`config.mk`:
```
export PLATFORM = sky130hd
export DESIGN_NAME = fetch_unit
export DESIGN_NICKNAME = d
export VERILOG_FILES = /design/src/rtl/fetch_unit.sv
export SDC_FILE = /design/constraint.sdc
export NUM_CORES = 1
export LEC_CHECK = 0
export ABC_AREA = 1
export CORE_UTILIZATION = 33
export DETAILED_ROUTE_END_ITERATION = 12
export GPL_ROUTABILITY_DRIVEN = 0
export SYNTH_ARGS = -nofsm -noshare
export SYNTH_HDL_FRONTEND = slang
export SYNTH_SLANG_ARGS = --single-unit
```
`constraint.sdc`:
```
create_clock -name clk -period 2.1 [get_ports clk]
set_clock_uncertainty 0.2 [all_clocks]
set_input_delay 0.21 -clock clk [delete_from_list [all_inputs] [get_ports clk]]
set_output_delay 0.21 -clock clk [all_outputs]
set_load 0.005 [all_outputs]
```
`src/rtl/fetch_unit.sv`:
```
// Instruction fetch stage: PC, single-outstanding imem handshake, prefetch FIFO, branch redirect.
// Optional FETCH_PERF_CNT_EN adds perf_fetched/perf_flushed counters.
module fetch_unit #(
    parameter logic [31:0] RESET_PC   = 32'h0000_0000,
    parameter int unsigned FIFO_DEPTH = 2
) (
    input  logic        clk,
    input  logic        rst_n,
    output logic        imem_req_valid,
    input  logic        imem_req_ready,
    output logic [31:0] imem_addr,
    input  logic        imem_rsp_valid,
    input  logic [31:0] imem_rsp_data,
    input  logic        branch_taken,
    input  logic [31:0] branch_target,
    output logic        if_valid,
    input  logic        if_ready,
    output logic [31:0] if_instr,
    output logic [31:0] if_pc
`ifdef FETCH_PERF_CNT_EN
    ,
    output logic [31:0] perf_fetched,
    output logic [31:0] perf_flushed
`endif
);

    localparam int unsigned PW = (FIFO_DEPTH > 1) ? $clog2(FIFO_DEPTH) : 1;
    localparam int unsigned CW = PW + 1;
    localparam logic [CW-1:0] DEPTH_C = CW'(FIFO_DEPTH);

    localparam logic [1:0] ST_IDLE = 2'd0;
    localparam logic [1:0] ST_REQ  = 2'd1;
    localparam logic [1:0] ST_WAIT = 2'd2;

    logic [1:0]    r_state;
    logic [1:0]    w_state_next;
    logic [31:0]   r_pc;
    logic [31:0]   r_req_pc;
    logic          r_squash;
    logic          r_outstanding;
    logic [CW-1:0] r_count;
    logic [PW-1:0] r_rd_ptr;
    logic [PW-1:0] r_wr_ptr;
    logic [31:0]   r_mem_instr [FIFO_DEPTH];
    logic [31:0]   r_mem_pc    [FIFO_DEPTH];

    logic          w_accept;
    logic          w_rsp;
    logic          w_push;
    logic          w_pop;
    logic [CW-1:0] w_used;
    logic          w_space;
    logic [CW-1:0] w_count_next;
    logic [31:0]   w_target;

    assign w_accept     = (r_state == ST_REQ) && imem_req_ready;
    assign w_rsp        = (r_state == ST_WAIT) && imem_rsp_valid;
    assign w_push       = w_rsp && !r_squash && !branch_taken;
    assign w_pop        = if_valid && if_ready && !branch_taken;
    assign w_used       = r_count + CW'(r_outstanding);
    assign w_space      = w_used < DEPTH_C;
    assign w_target     = branch_target & 32'hFFFF_FFFC;
    // A redirect flushes the FIFO and cancels any push/pop in the same cycle.
    assign w_count_next = branch_taken ? '0 : (r_count + CW'(w_push) - CW'(w_pop));

    always_comb begin
        w_state_next = r_state;
        case (r_state)
            ST_IDLE: if (w_space && !branch_taken) w_state_next = ST_REQ;
            ST_REQ: begin
                if (w_accept)          w_state_next = ST_WAIT;
                else if (branch_taken) w_state_next = ST_IDLE;
            end
            ST_WAIT: begin
                if (w_rsp) w_state_next = (w_count_next < DEPTH_C) ? ST_REQ : ST_IDLE;
            end
            default: w_state_next = ST_IDLE;
        endcase
    end

    always_ff @(posedge clk or negedge rst_n) begin
        if (!rst_n) begin
            r_state       <= ST_IDLE;
            r_pc          <= RESET_PC;
            r_req_pc      <= '0;
            r_squash      <= 1'b0;
            r_outstanding <= 1'b0;
            r_count       <= '0;
            r_rd_ptr      <= '0;
            r_wr_ptr      <= '0;
            for (int unsigned i = 0; i < FIFO_DEPTH; i++) begin
                r_mem_instr[i] <= '0;
                r_mem_pc[i]    <= '0;
            end
        end else begin
            r_state <= w_state_next;
            r_count <= w_count_next;

            if (branch_taken)  r_pc <= w_target;
            else if (w_accept) r_pc <= r_pc + 32'd4;

            if (w_accept) r_req_pc <= r_pc;

            if (w_accept)   r_outstanding <= 1'b1;
            else if (w_rsp) r_outstanding <= 1'b0;

            // The one outstanding response clears squash whether or not it is dropped.
            if (w_rsp) r_squash <= 1'b0;
            else if (branch_taken && (w_accept || r_state == ST_WAIT)) r_squash <= 1'b1;

            if (branch_taken) begin
                r_rd_ptr <= '0;
                r_wr_ptr <= '0;
            end else begin
                if (w_push) r_wr_ptr <= r_wr_ptr + PW'(1);
                if (w_pop)  r_rd_ptr <= r_rd_ptr + PW'(1);
            end

            if (w_push) begin
                r_mem_instr[r_wr_ptr] <= imem_rsp_data;
                r_mem_pc[r_wr_ptr]    <= r_req_pc;
            end
        end
    end

    assign imem_req_valid = (r_state == ST_REQ);
    assign imem_addr      = r_pc;
    assign if_valid       = (r_count != '0);
    assign if_instr       = r_mem_instr[r_rd_ptr];
    assign if_pc          = r_mem_pc[r_rd_ptr];

`ifdef FETCH_PERF_CNT_EN
    logic [31:0] r_perf_fetched;
    logic [31:0] r_perf_flushed;
    logic [31:0] w_flush_n;
    logic [32:0] w_flush_sum;

    // Discarded entries: FIFO contents plus an in-flight or just-accepted response.
    assign w_flush_n   = 32'(r_count) + 32'(r_outstanding || w_accept);
    assign w_flush_sum = {1'b0, r_perf_flushed} + {1'b0, w_flush_n};

    always_ff @(posedge clk or negedge rst_n) begin
        if (!rst_n) begin
            r_perf_fetched <= '0;
            r_perf_flushed <= '0;
        end else begin
            if (w_push && r_perf_fetched != 32'hFFFF_FFFF) r_perf_fetched <= r_perf_fetched + 32'd1;
            if (branch_taken) r_perf_flushed <= w_flush_sum[32] ? 32'hFFFF_FFFF : w_flush_sum[31:0];
        end
    end

    assign perf_fetched = r_perf_fetched;
    assign perf_flushed = r_perf_flushed;
`endif

endmodule

```
==> flow_metrics.env <==
export IMPL_status="finished with violations"
export IMPL_violations="setup timing"
export IMPL_crit_start="r_rd_ptr"
export IMPL_synth_edf_count=0
export IMPL_totalWireLength_um=23370
export IMPL_finish_instance_area_um2=12010
export IMPL_dr_pass1_iters=5
export IMPL_place_area_um2=11180
export IMPL_muxShareOfSynthArea_pct=0
export IMPL_post_route_period_util_pct=100.3
export IMPL_synthTopCellsByCount="nand2_1 (492), dfrtp_1 (192), inv_1 (123)"
export IMPL_clock_latency_ns=0.43
export IMPL_rsz0062_at_grt="yes"
export IMPL_finalMaxSlewViolations=0
export IMPL_rrSetupSlack_ns=0.15
export IMPL_worstRegToRegCells=14
export IMPL_setup_tns_ns=-0.006194
export IMPL_synth_simple_gate_area_share_pct=26.12
export IMPL_ys_types=31
export IMPL_hp_class="in2async"
export IMPL_ys_ff_latch=192
export IMPL_fin_ws_ns=-0.006194
export IMPL_crit_chain="clkinv_4, buf_6, clkbuf_16, nand2_1, nand2_2, dlygate4sd2_1"
export IMPL_setup_viol=1
export IMPL_grt_max_degree=68
export IMPL_rr_startpoint="r_state[1]"
export IMPL_irDropWorstVdd_mv=0.5207
export IMPL_async_flop_share_pct=100.0
export IMPL_diodes=0
export IMPL_core_um2=26950
export IMPL_clkTransAtPathRegs_ns=0.08
export IMPL_port_buffers=161
export IMPL_fmax_mhz=474.8
export IMPL_grt_pass1_vias=7326
export IMPL_dieArea_um2=28210
export IMPL_synthesis_area_um2=9089
export IMPL_syn_to_final_growth_pct=32.19
export IMPL_vias=7804
export IMPL_whs_ns=0.1292
export IMPL_yosysSeqAreaShare_pct=52.86
export IMPL_slew_headroom_pct=61.33
export IMPL_crit_fanout=17
export IMPL_crit_path_max_incr_delay_ns=0.46
export IMPL_cts_sinks=192
export IMPL_synth_xor_area_share_pct=0.5782
export IMPL_start_util_pct=33.72
export IMPL_drtAntennaViolNets=0
export IMPL_reg2reg_to="r_state[0]"
export IMPL_yosys_area_top_type="dfrtp_1"
export IMPL_io_pins=168
export IMPL_yosys_area_top_type_share_pct=52.86
export IMPL_worstPathArrival_ns=1.70
export IMPL_overflow=0
export IMPL_grt_pass1_wl_um=37440
export IMPL_fp_dieH_um=168.0
export IMPL_cp_slowest_cell="dfrtp_2"
export IMPL_synth_adder_area_share_pct=0.4130
export IMPL_place_inst=1657
export IMPL_synthCells=1179
export IMPL_synth_compound_area_share_pct=11.07
export IMPL_worst_pin_slew_ns=0.5800
export IMPL_start_kind="flop"
export IMPL_clockRootBuffer="clkbuf_16"
export IMPL_synth_most_common_cell="nand2_1"
export IMPL_drc=0
export IMPL_synth_top_family_by_area="simple AND/OR/NAND/NOR gates"
export IMPL_dpl_hpwl_um=15810
export IMPL_fin_cells=1703
export IMPL_routed_via_density=4.583
export IMPL_drv_cap=0
export IMPL_drt_iter0_markers=479
export IMPL_critPathKind="reg2out"
export IMPL_power_mw=12.26
export IMPL_placementRows=60
export IMPL_min_period_ns=2.106
export IMPL_nets=1422
export IMPL_cts_buffers=17
export IMPL_fp_dieW_um=168.0
export IMPL_ys_flop_type="dfrtp_1"
export IMPL_cts_tree="built"
export IMPL_end_kind="primary output"
export IMPL_cts_buffer_depth=2
export IMPL_grtUsageTotal_pct=16.63
export IMPL_wire_per_inst_um=13.72
export IMPL_syn_area_per_cell_um2=7.709
export IMPL_cts_htree_levels=4
export IMPL_required_ns=1.69
export IMPL_synth_warnings=0
export IMPL_p_leak_nw=6.201
export IMPL_drive_gt1_share_pct=9.985
export IMPL_power_density_nw_per_um2=1021
export IMPL_antenna_found_initial=0
export IMPL_fillers=2669
export IMPL_synthTopCellsByArea="dfrtp_1 (53%), nand2_1 (20%), o21ai_0 (6.1%), inv_1 (5.1%), o21ai_1 (4.0%)"
export IMPL_hold_viol=0
flip-flops by register name (all words and copies together) (netlist names):
name	count
r_mem_instr	64
r_count	2
r_squash	1
r_req_pc	30
r_state	2
r_rd_ptr	1
r_mem_pc	60
r_wr_ptr	1
r_outstanding	1
imem_addr	30
worst max-delay path: cells and delay by family, from the launching register on:
| kind | cells | cell delay, ns |
|---|---|---|
| flops | 1 | 0.46 |
| simple gates | 2 | 0.14 |
| buf+inv | 4 | 0.68 |
cell usage in the layout (no fill, tap or decap), drive strengths merged:
cell type / instances
nor2: 50
bufinv: 4
and2: 1
or2: 1
nand2: 496
nand3: 49
dlygate4sd2: 19
o21bai: 3
inv: 131
clkbuf: 44
clkdlybuf4s15: 5
o211ai: 3
conb: 4
o21ai: 184
clkdlybuf4s50: 98
buf: 40
clkinv: 3
a21oi: 3
dlygate4sd3: 1
ha: 3
o221ai: 2
xnor2: 1
clkinvlp: 1
dfrtp: 192
dlymetal6s2s: 18
xor2: 5
o21a: 1
where the power goes:
group / total, mW / internal, mW / switching, mW
combinational: 3.50 / 1.67 / 1.83
clock: 3.56 / 2.09 / 1.47
sequential: 5.20 / 4.59 / 0.617
worst max path at each step:
stage                               to
after global routing          if_pc[2]
after detailed placement    r_state[0]
after CTS                 if_instr[24]
after global placement      r_state[0]
after floorplan             r_state[0]
final                         if_pc[8]
per-layer routing:
metal / up-vias / global-route usage (%) / wire [um]
li1: 4006 / - / -
met1: 3571 / 24.00 / 11390
met2: 211 / 25.14 / 10440
met3: 16 / 3.832 / 1283
met4: 0 / 4.029 / 252
met5: - / 0 / 0
logic make-up (layout without fill, tap and decap cells):
group | after synthesis | count (layout)
simple gates | 597 | 597
compound gates | 196 | 196
fa+ha+maj | 3 | 3
buf+inv | 184 | 364
other cells | 1 | 4
flops | 192 | 192
xor+xnor | 6 | 6
per-stage QoR:
step	setup WS [ns]	utilization, %
after floorplan	0.1389	-
after global placement	-0.05992	41.47
after detailed placement	-0.09870	41.47
after CTS	-0.1849	43.81
after global routing	-0.1060	44.58
final	-0.006194	44.58
repair_timing:
action,CTS,global route
endpoints found under the setup margin,62,20
hold endpoints to repair,59,0
pin swaps,0,4
cloned,0,3
buffers inserted,0,10
gates resized for setup,53,88
hold buffers,1,0
layout make-up:
cell class / instances / area (um^2) / area share, %
Sequential cell: 192 / 4807 / 40.01
Multi-Input combinational cell: 806 / 3560 / 29.63
Timing Repair Buffer: 205 / 2088 / 17.38
Inverter: 127 / 481.7 / 4.010
Clock buffer: 20 / 456.7 / 3.801
Tap cell: 341 / 426.7 / 3.551
Clock inverter: 12 / 193.9 / 1.614
Power figures use the tool's default switching activity.
